### config.mk
export PLATFORM = sky130hd
export DESIGN_NAME = plot_receiver
export DESIGN_NICKNAME = d
export VERILOG_FILES = /design/src/rtl/plot_receiver.sv
export SDC_FILE = /design/constraint.sdc
export NUM_CORES = 1
export LEC_CHECK = 0
export CAP_MARGIN = 20
export CORE_MARGIN = 2
export CORE_UTILIZATION = 40
export CTS_CLUSTER_DIAMETER = 30
export DETAILED_ROUTE_END_ITERATION = 10
export PLACE_DENSITY = 0.6
export SLEW_MARGIN = 30
export SYNTH_ARGS = -nofsm -noshare
export SYNTH_HDL_FRONTEND = slang
export SYNTH_SLANG_ARGS = --single-unit
### constraint.sdc
create_clock -name clk -period 3.7 [get_ports clk]
set_input_delay 0.555 -clock clk [delete_from_list [all_inputs] [get_ports clk]]
set_output_delay 0.555 -clock clk [all_outputs]
set_load 0.05 [all_outputs]
### src/rtl/plot_receiver.sv
// plot_receiver: 8-entry pixel FIFO feeding one framebuffer write register (addr = y*160 + x).
// Define PLOT_BOUNDS_CHECK_EN to silently discard off-screen pixels (x>=160 or y>=120).
`default_nettype none

module plot_receiver (
   input  logic        clk,
   input  logic        resetn,
   input  logic        plot,
   input  logic [7:0]  x_in,
   input  logic [6:0]  y_in,
   input  logic [2:0]  colour_in,
   input  logic        mem_ready,
   output logic        mem_we,
   output logic [14:0] mem_addr,
   output logic [2:0]  mem_data,
   output logic        full,
   output logic        overflow,
   output logic [7:0]  drop_count
);

   localparam int DEPTH = 8;

   // FIFO entry layout: {x[7:0], y[6:0], colour[2:0]}
   logic [17:0] fifo_q [0:DEPTH-1];
   logic [17:0] fifo_d [0:DEPTH-1];
   logic [2:0]  wr_ptr_q, wr_ptr_d;
   logic [2:0]  rd_ptr_q, rd_ptr_d;
   logic [3:0]  count_q, count_d;
   logic        valid_q, valid_d;
   logic [14:0] addr_q, addr_d;
   logic [2:0]  data_q, data_d;
   logic        overflow_q, overflow_d;
   logic [7:0]  drop_q, drop_d;

   logic        in_bounds;
   logic        push_req;
   logic        push;
   logic        pop;
   logic [7:0]  head_x;
   logic [14:0] head_y;
   logic [14:0] head_addr;

   always_comb begin
`ifdef PLOT_BOUNDS_CHECK_EN
      in_bounds = (x_in < 8'd160) && (y_in < 7'd120);
`else
      in_bounds = 1'b1;
`endif
      push_req  = plot && in_bounds;
      pop       = (count_q != 4'd0) && (!valid_q || mem_ready);
      // A full FIFO still accepts when the head leaves on the same edge
      push      = push_req && ((count_q != 4'd8) || pop);

      head_x    = fifo_q[rd_ptr_q][17:10];
      head_y    = {8'd0, fifo_q[rd_ptr_q][9:3]};
      head_addr = (head_y << 7) + (head_y << 5) + {7'd0, head_x};

      fifo_d     = fifo_q;
      wr_ptr_d   = wr_ptr_q;
      rd_ptr_d   = rd_ptr_q;
      valid_d    = valid_q;
      addr_d     = addr_q;
      data_d     = data_q;
      overflow_d = overflow_q;
      drop_d     = drop_q;

      if (pop) begin
         addr_d   = head_addr;
         data_d   = fifo_q[rd_ptr_q][2:0];
         valid_d  = 1'b1;
         rd_ptr_d = rd_ptr_q + 3'd1;
      end else if (valid_q && mem_ready) begin
         valid_d  = 1'b0;
      end

      if (push) begin
         fifo_d[wr_ptr_q] = {x_in, y_in, colour_in};
         wr_ptr_d         = wr_ptr_q + 3'd1;
      end

      count_d = count_q + {3'd0, push} - {3'd0, pop};

      if (push_req && !push) begin
         overflow_d = 1'b1;
         if (drop_q != 8'hFF) begin
            drop_d = drop_q + 8'd1;
         end
      end
   end

   always_ff @(posedge clk or negedge resetn) begin
      if (!resetn) begin
         for (int i = 0; i < DEPTH; i++) begin
            fifo_q[i] <= '0;
         end
         wr_ptr_q   <= '0;
         rd_ptr_q   <= '0;
         count_q    <= '0;
         valid_q    <= 1'b0;
         addr_q     <= '0;
         data_q     <= '0;
         overflow_q <= 1'b0;
         drop_q     <= '0;
      end else begin
         fifo_q     <= fifo_d;
         wr_ptr_q   <= wr_ptr_d;
         rd_ptr_q   <= rd_ptr_d;
         count_q    <= count_d;
         valid_q    <= valid_d;
         addr_q     <= addr_d;
         data_q     <= data_d;
         overflow_q <= overflow_d;
         drop_q     <= drop_d;
      end
   end

   assign mem_we     = valid_q;
   assign mem_addr   = addr_q;
   assign mem_data   = data_q;
   assign full       = (count_q == 4'd8);
   assign overflow   = overflow_q;
   assign drop_count = drop_q;

endmodule

`default_nettype wire
==> impl_metrics.csv, run 1 <==
group,metric,value,unit
clocking,cts-htree-levels,4,
grt,grt_overflow_total,0,
drt,drt_first_iter_violations,194,
clocking,clk_pin_slew_worst_paths,0.06,ns
drt,dr_wl_met3,430,um
timing,tns,0,ns
timing,skew,0.01263,ns
grt,grt_max_degree,87,
clocking,clock-root-buffer,"clkbuf_16",
clocking,hold_buffers,0,
floorplan,die_h,150.8,um
drt,wl_per_cell,19.52,um
logic_synthesis,synth_top_area_share,52.82,%
final_layout,drive_above_1_share,38.54,%
clocking,cts_buffer_depth,2,
critical_path,crit_fanout,10,
drt,wl_met2,9287,um
grt,grt_pass1_wl,29410,um
final_layout,finish.instance_area,10110,um2
clocking,numClockSinks,182,
critical_path,crit_slowest_cell,"mux4_2",
run_status,status,"finished, final reports clean",
timing,rsz0062_at_grt,"false",
critical_path,cpPeakStageDelay,0.52,ns
critical_path,critPathTopFamily,"compound AO/OA/AOI/OAI gates",
clocking,post_cts.repair.setup_buffers,0,
grt,grt_use_total,17.16,%
critical_path,path_depth,10,
final_layout,area_growth,17.24,%
critical_path,endpoint_kind,"register",
logic_synthesis,ys_ff_latch,182,
critical_path,startpoint_type,"register",
power,ir_worst_vdd,0.0006434,V
logic_synthesis,async_flop_share,100.0,%
floorplan,ioPinCount,51,
logic_synthesis,ys_top_cells_by_area,"dfrtp_1, mux2_2, mux4_2, mux2_4, ha_1",
timing,fin_crit_sh,93.38,%
timing,period_minus_slack,3.455,ns
timing,hold_viol,0,
timing,setup_viol,0,
floorplan,start_util,40.89,%
final_layout,layout.nets,682,
placement,gp_congestion,0.7675,
timing,fmax,289.4,MHz
timing,worstMarginPinSlew,0.8057,ns
logic_synthesis,syn-instance-count,569,
logic_synthesis,ys.flop_type,"dfrtp_1",
timing,slew_headroom,46.29,%
timing,final_max_slew_viol_count,0,
drt,first_pass_iters,4,
hold_path,worst_hold_path_type,"in2async",
drt,routed.top_layer,"met4",
final_layout,utilization,47.94,%
floorplan,core_area,21090,um2
placement,placed_area,9507,um2
final_layout,antennaDiodeCount,0,
logic_synthesis,syn_area,8622,um2
critical_path,critPathKind,"reg2reg",
logic_synthesis,syn-num-nets,616,
grt,antenna_found_initial,0,
drt,num_vias,4895,
clocking,insertion_delay,0.42,ns
logic_synthesis,yosysTopAreaCell,"dfrtp_1",
logic_synthesis,yosysSeqAreaShare,52.82,%
critical_path,r2r_cells,10,
grt,grt_pass1_vias,5232,
power,powerDensity,1066,nW/um2
logic_synthesis,syn_area_per_cell,15.15,um2
critical_path,cp.arrival,3.74,ns
flow_run,maxCapViolCount,0,
floorplan,fp-row-count,53,
logic_synthesis,synth_edf_count,0,
drt,wirelength,17980,um
critical_path,path_buf_inv,1,
logic_synthesis,yosysWarnings,0,
clocking,cts_inserted_buffers,17,
placement,detailed_place_hpwl,11560,um
clocking,cts_tree,"done",
drt,vias_per_cell,5.315,
critical_path,path_cells,"buf_4 > mux4_2 > mux2_2 > ha_1 > ha_1 > fa_1 > a211oi_1 > o21bai_1 > a211oi_1 > o21ai_0",
placement,io_buffers,50,
power,p_leak,4.424,nW
drt,drc,0,
logic_synthesis,yosysUniqueCellTypes,51,
critical_path,worstPathRequired,3.99,ns
floorplan,die-area,22750,um2
final_layout,fillers,1824,
drt,antenna_left,0,
floorplan,die_x,150.8,um
clocking,ctsResizeCount,0,
critical_path,rrSetupSlack,0.24,ns
drt,wl_met1,8049,um
power,p_total,10.77,mW
sequential cells by signal, summed over array words and instances, names as in the netlist:
name        flops
fifo_q        144
mem_addr       15
drop_count      8
count_q         4
mem_data        3
rd_ptr_q        3
wr_ptr_q        3
mem_we          1
overflow        1
per-layer routing:
| metal | vias up | GRT usage (%) |
|---|---|---|
| met5 | - | 0 |
| met4 | 0 | 4.439 |
| met3 | 16 | 3.554 |
| met2 | 70 | 29.41 |
| met1 | 2580 | 22.34 |
| li1 | 2229 | - |
power breakdown:
| part | internal (mW) | switching, mW |
|---|---|---|
| clock | 1.14 | 0.727 |
| sequential | 2.99 | 0.555 |
| combinational | 2.75 | 2.62 |
| total | 6.87 | 3.90 |
layout make-up:
| type | instances | area, um2 | area share, % |
|---|---|---|---|
| Sequential cell | 182 | 4556 | 45.07 |
| Multi-Input combinational cell | 348 | 3846 | 38.05 |
| Timing Repair Buffer | 73 | 711.9 | 7.043 |
| Clock buffer | 21 | 450.4 | 4.456 |
| Tap cell | 275 | 344.1 | 3.404 |
| Clock inverter | 9 | 151.4 | 1.498 |
| Inverter | 13 | 48.80 | 0.4827 |
synth_stat cells (2+ instances only):
master,number
nor3b_1,3
buf_12,2
a211oi_1,5
buf_4,3
o21ai_0,17
nand3_2,2
nand3_1,5
nor3_1,2
or3b_1,2
mux4_2,36
buf_6,3
o21bai_1,2
inv_1,12
clkbuf_1,4
nand2_1,29
buf_2,10
xor2_1,9
nor2_1,10
nand3b_1,2
mux2i_1,12
buf_1,3
o211ai_1,2
dfrtp_1,182
ha_1,22
nor4_1,3
mux2_4,20
xnor2_1,5
mux2_2,132
fa_1,3
nor3_4,2
a21o_1,5
metrics by stage:
stage          cells  setup slack (ns)  hold slack [ns]
3_3_place_gp     891            0.3451           0.4506
2_1_floorplan    569            0.2189           0.2594
6_report         921            0.2449           0.1958
5_1_grt          921           0.02571           0.2366
3_5_place_dp     891            0.2614           0.4624
4_1_cts          921            0.2529           0.2265
kinds of logic (layout without fill, tap and decap cells):
kind of cell	after synthesis	count (layout)	share of synthesized area, %
AOI/OAI and AO/OA	42	42	3.265
xor gates and xnor gates	14	14	1.422
adders and majority gates	25	25	3.889
buffers and inverters	39	116	2.626
DFF	182	182	52.82
muxes	200	200	31.52
and+or+nand+nor	67	67	4.455
final timing paths:
kind,startpoint,to
min in group clk,mem_addr[9],mem_addr[9]
setup reg to reg,rd_ptr_q[0],mem_addr[12]
hold / removal,resetn,fifo_q[18]
setup / recovery,rd_ptr_q[0],mem_addr[12]
hold reg to reg,mem_addr[9],mem_addr[9]
max in group asynchronous,resetn,fifo_q[10]
cells in the final DEF (no fill, tap or decap), types with 3 or more instances in the layout:
master / instances
a211oi_1: 5
a21o_1: 5
buf_12: 3
buf_4: 20
bufinv_16: 4
clkbuf_1: 3
clkbuf_16: 17
clkdlybuf4s50_1: 49
clkinv_2: 4
dfrtp_1: 181
fa_1: 3
ha_1: 22
inv_1: 12
mux2_2: 132
mux2_4: 20
mux2i_1: 12
mux4_2: 36
nand2_1: 29
nand3_1: 5
nor2_1: 10
nor4_1: 3
o21ai_0: 17
xnor2_1: 5
xor2_1: 9
worst reg2reg max path, cell delays in order (launching register included):
cell	delay, ns
dfrtp_2	0.40
buf_4	0.25
mux4_2	0.52
mux2_2	0.27
ha_1	0.27
ha_1	0.24
fa_1	0.43
a211oi_1	0.39
o21bai_1	0.15
a211oi_1	0.27
o21ai_0	0.13
No activity file was read; power rests on OpenSTA's default activity.
==> run 2, diff against run 1 <==
CELL_PAD_IN_SITES_DETAIL_PLACEMENT = 0   (was not set)
CELL_PAD_IN_SITES_GLOBAL_PLACEMENT = 1   (was not set)
PLACE_DENSITY = 0.69   (was 0.6)
==> run 2 against run 1 <==
Against the previous run:
- clock power barely moved
- core utilization barely moved
- combinational power barely moved
- register-to-register slack barely moved
- first-iteration DRC count fell by 25%
- die area did not move
- clock skew fell by 0.0049 ns
- critical path type unchanged
- largest cell class unchanged
==> impl_metrics.csv, run 2 (same netlist as run 1, synthesis figures left out) <==
group,metric,value,unit
run_status,status,"finished, final reports clean",
final_layout,regMostFlops,"fifo_q",
floorplan,fp-row-count,53,
critical_path,rr_endpoint,"mem_addr[12]",
placement,dp_cells,889,
final_layout,area_growth,17.12,%
floorplan,die_h,150.8,um
floorplan,ioPinCount,51,
final_layout,largest_reg_flops,144,
placement,place_ws,0.2502,ns
critical_path,critPathLaunch,"rd_ptr_q[0]",
power,pwr-share-comb,49.8,%
timing,fmax,290.1,MHz
clocking,cts_inserted_buffers,17,
critical_path,cp.arrival,3.75,ns
clocking,numClockSinks,182,
power,p_clk_share,17.3,%
critical_path,path_cells,"buf_12 > mux4_2 > mux2_2 > ha_1 > ha_1 > fa_1 > a211oi_1 > o21bai_1 > a211oi_1 > o21ai_0",
critical_path,reg2reg_from,"rd_ptr_q[0]",
clocking,ctsResizeCount,0,
final_layout,final_common_cell,"dfrtp_1",
grt,grt_max_degree,94,
clocking,post_cts.repair.setup_buffers,0,
timing,fin_crit_sh,93.16,%
placement,io_buffers,50,
grt,grt_pass1_wl,28960,um
clocking,insertion_delay,0.42,ns
timing,final_max_slew_viol_count,0,
critical_path,crit_slowest_cell,"mux4_2",
timing,rsz0062_at_grt,"false",
power,sequentialPowerShare,32.9,%
critical_path,r2r_cells,10,
power,ir_worst_vdd,0.0005112,V
final_layout,layout.nets,680,
hold_path,worst_hold_path_type,"in2async",
grt,grt_pass1_vias,5233,
floorplan,die_x,150.8,um
clocking,clock-root-buffer,"clkbuf_16",
clocking,clk_pin_slew_worst_paths,0.07,ns
timing,skew,0.007722,ns
drt,drc,0,
placement,gp_congestion,0.7786,
critical_path,endpoint_kind,"register",
critical_path,crit_path_end,"mem_addr[12]",
critical_path,crit_fanout,20,
grt,grt_overflow_total,0,
timing,worstMarginPinSlew,0.9584,ns
critical_path,worstPathRequired,4.01,ns
clocking,hold_buffers,0,
final_layout,layout.cells.non_filler,921,
floorplan,core_area,21090,um2
critical_path,critPathKind,"reg2reg",
timing,hold_viol,0,
drt,wirelength,17870,um
critical_path,rrSetupSlack,0.25,ns
floorplan,start_util,40.89,%
drt,vias_per_cell,5.320,
drt,wl_per_cell,19.40,um
final_layout,mostFrequentLayoutCells,"dfrtp_1, mux2_2, clkdlybuf4s50_1",
power,p_leak,4.394,nW
critical_path,startpoint_type,"register",
clocking,cts_tree,"done",
clocking,cts-htree-levels,4,
floorplan,die-area,22750,um2
clocking,cts_buffer_depth,2,
timing,period_minus_slack,3.447,ns
drt,antenna_left,0,
grt,antenna_found_initial,0,
placement,detailed_place_hpwl,11480,um
drt,first_pass_iters,4,
power,powerDensity,1064,nW/um2
timing,tns,0,ns
power,netSwitchingFraction,36.76,%
power,p_total,10.74,mW
drt,drt_first_iter_violations,145,
timing,slew_headroom,36.10,%
grt,grt_use_total,16.90,%
drt,num_vias,4900,
critical_path,cpPeakStageDelay,0.52,ns
final_layout,antennaDiodeCount,0,
timing,setup_viol,0,
flow_run,maxCapViolCount,0,
timing,worst_slack,0.2530,ns
power,p_int,6.794,mW
power,power.switching,3.949,mW
final_layout,drive_above_1_share,38.70,%
==> run 2: changes by cell type in the layout (fill, tap and decap cells not counted), sizes merged <==
cell      delta
buf          -3
clkinvlp     +5
clkbuf       -1
bufinv       -1
inv          +3
clkinv       -3
==> run 2: cell type report <==
cell class,instances,area [um2]
Fill cell,1823,10990
Multi-Input combinational cell,348,3846
Sequential cell,182,4556
Clock inverter,13,171.4
Timing Repair Buffer,71,699.4
Inverter,13,48.80
Tap cell,275,344.1
Clock buffer,19,432.9
==> run 2: per-layer routing <==
layer | global-route usage (%) | part of all wire (%) | vias up
li1 | - | - | 2229
met1 | 21.98 | 46 | 2588
met2 | 28.93 | 50 | 65
met3 | 3.464 | 2.9 | 18
met4 | 4.533 | 1.2 | 0
met5 | 0 | 0 | -
==> run 2: worst max-delay path, delay by kind of cell (launching register included) <==
family | cells | cell delay (ns)
buffers and inverters | 1 | 0.21
AO/OA/AOI/OAI | 4 | 0.91
multiplexers | 2 | 0.83
flip-flops | 1 | 0.39
adder cells (fa/ha/maj) | 3 | 0.98
==> run 2: stage by stage <==
step	util (%)	area [um2]	hold WS (ns)
6_report	47.89	10100	0.1918
5_1_grt	47.89	10100	0.2416
3_5_place_dp	45.01	9492	0.4543
2_1_floorplan	-	8622	0.2594
3_3_place_gp	45.01	9492	0.4551
4_1_cts	47.88	10100	0.2445
==> run 2: worst min-delay path by stage <==
stage	from	end	slack (ns)	cells after the start
finish	resetn	drop_count[1]	0.19	1
global route	resetn	drop_count[1]	0.24	1
CTS	resetn	drop_count[0]	0.24	1
detailed placement	overflow	overflow	0.45	1
global placement	overflow	overflow	0.46	1
floorplan	resetn	count_q[0]	0.26	0
==> run 2: power by group through the flow <==
| stage | Combinational (mW) | Sequential [mW] | Clock [mW] |
|---|---|---|---|
| finish | 5.35 | 3.54 | 1.86 |
| global route | 5.87 | 3.66 | 2.00 |
| CTS | 5.42 | 3.54 | 1.91 |
| detailed placement | 5.40 | 3.58 | 0 |
| global placement | 5.28 | 3.51 | 0 |
| floorplan | 3.75 | 3.74 | 0 |
==> run 3, diff against run 2 <==
SETUP_SLACK_MARGIN = 0.05   (was not set)
==> run 3 against run 2 <==
Against the previous run:
- cell count unchanged
- core utilization about the same
- sequential power about the same
- via count about the same
- largest cell class unchanged
- largest power group unchanged
==> impl_metrics.csv, run 3 (same netlist as run 1, synthesis figures left out) <==
group,metric,value,unit
clocking,cts_buffer_depth,2,
final_layout,antennaDiodeCount,0,
timing,setup_viol,0,
drt,wl_per_cell,19.39,um
placement,placed_area,9492,um2
final_layout,layout.nets,680,
critical_path,critPathTopFamily,"adder cells",
placement,io_buffers,50,
floorplan,die_h,150.8,um
floorplan,start_util,40.89,%
drt,drc,0,
clocking,insertion_delay,0.42,ns
floorplan,die_x,150.8,um
floorplan,die-area,22750,um2
timing,hold_slack,0.1918,ns
clocking,post_cts.repair.setup_buffers,0,
placement,dp_cells,889,
critical_path,crit_slowest_cell,"mux4_2",
critical_path,worstPathRequired,4.01,ns
final_layout,fillers,1821,
timing,rsz0062_at_grt,"false",
power,p_leak,4.393,nW
power,powerDensity,1064,nW/um2
timing,skew,0.007722,ns
final_layout,mostFrequentLayoutCells,"dfrtp_1, mux2_2, clkdlybuf4s50_1",
critical_path,cp.arrival,3.75,ns
placement,place_ws,0.2502,ns
critical_path,path_buf_inv,1,
clocking,cts_inserted_buffers,17,
placement,detailed_place_hpwl,11480,um
grt,grt_max_degree,94,
hold_path,worst_hold_path_type,"in2async",
timing,worst_slack,0.2530,ns
placement,gp_congestion,0.7786,
final_layout,layout.cells.non_filler,921,
timing,fin_crit_sh,93.16,%
grt,use_met2,28.93,%
final_layout,finish.instance_area,10100,um2
power,p_total,10.75,mW
final_layout,utilization,47.91,%
critical_path,critPathKind,"reg2reg",
clocking,numClockSinks,182,
clocking,clk_pin_slew_worst_paths,0.07,ns
grt,met1_usage,21.98,%
drt,vias_per_cell,5.318,
floorplan,fp-row-count,53,
clocking,cts_tree,"done",
timing,period_minus_slack,3.447,ns
critical_path,startpoint_type,"register",
final_layout,regMostFlops,"fifo_q",
grt,antenna_found_initial,0,
drt,num_vias,4898,
critical_path,path_cells,"buf_12 > mux4_2 > mux2_2 > ha_1 > ha_1 > fa_1 > a211oi_1 > o21bai_1 > a211oi_1 > o21ai_0",
run_status,status,"finished, final reports clean",
final_layout,final_common_cell,"dfrtp_1",
grt,met3_usage,3.464,%
critical_path,endpoint_kind,"register",
grt,grt_pass1_wl,28960,um
drt,drt_first_iter_violations,141,
critical_path,crit_fanout,20,
timing,tns,0,ns
flow_run,maxCapViolCount,0,
grt,grt_pass1_vias,5233,
critical_path,cpPeakStageDelay,0.52,ns
timing,slew_headroom,36.10,%
timing,final_max_slew_viol_count,0,
drt,antenna_left,0,
drt,wirelength,17860,um
drt,first_pass_iters,4,
grt,grt_use_total,16.90,%
clocking,cts-htree-levels,4,
final_layout,drive_above_1_share,38.85,%
final_layout,largest_reg_flops,144,
timing,hold_viol,0,
clocking,clock-root-buffer,"clkbuf_16",
grt,busiest_layer,"met2",
floorplan,core_area,21090,um2
timing,worstMarginPinSlew,0.9584,ns
timing,fmax,290.1,MHz
final_layout,area_growth,17.17,%
floorplan,ioPinCount,51,
grt,grt_overflow_total,0,
power,ir_worst_vdd,0.0005112,V
==> run 3: cell count changes in the layout (fill, tap and decap cells not counted) <==
cell     before  now
mux2i_1      12   11
mux2i_2       0    1
==> run 3: repair_timing <==
action | in CTS | in global routing
setup endpoints to repair | 0 | 1
gates resized for setup | 0 | 1
hold buffers | 0 | 0
endpoints found under the hold margin | 0 | 0
==> run 3: layout make-up <==
cell class | count | area, um2 | area share [%]
Sequential cell | 182 | 4556 | 45.10
Multi-Input combinational cell | 348 | 3850 | 38.11
Timing Repair Buffer | 71 | 699.4 | 6.923
Clock buffer | 19 | 432.9 | 4.285
Tap cell | 275 | 344.1 | 3.406
Clock inverter | 13 | 171.4 | 1.697
Inverter | 13 | 48.80 | 0.4830
==> run 3: power breakdown <==
| part | total, mW | switching (mW) | internal [mW] |
|---|---|---|---|
| combinational | 5.36 | 2.61 | 2.74 |
| sequential | 3.54 | 0.554 | 2.98 |
| clock | 1.86 | 0.782 | 1.07 |
| total | 10.8 | 3.95 | 6.80 |
==> run 3: worst reg2reg max path: stages (launching register included) <==
cell and delay [ns]:
dfrtp_2 0.39, buf_12 0.21, mux4_2 0.53, mux2_2 0.31, ha_1 0.30, ha_1 0.24
fa_1 0.44, a211oi_1 0.42, o21bai_1 0.14, a211oi_1 0.24, o21ai_0 0.11
==> run 3: per-layer routing <==
metal  vias to the layer above  part of all wire [%]
li1                       2229                     -
met1                      2586                    45
met2                        65                    50
met3                        18                   2.9
met4                         0                   1.2
met5                         -                     0
==> run 3: final timing paths <==
| kind | start | end | slack (ns) | cells after the start |
|---|---|---|---|---|
| max in group asynchronous | resetn | rd_ptr_q[1] | 2.68 | 2 |
| hold reg to reg | overflow | overflow | 0.46 | 1 |
| hold / removal | resetn | drop_count[1] | 0.19 | 1 |
| setup reg to reg | rd_ptr_q[0] | mem_addr[12] | 0.25 | 10 |
| setup / recovery | rd_ptr_q[0] | mem_addr[12] | 0.25 | 10 |
| min in group clk | overflow | overflow | 0.46 | 1 |
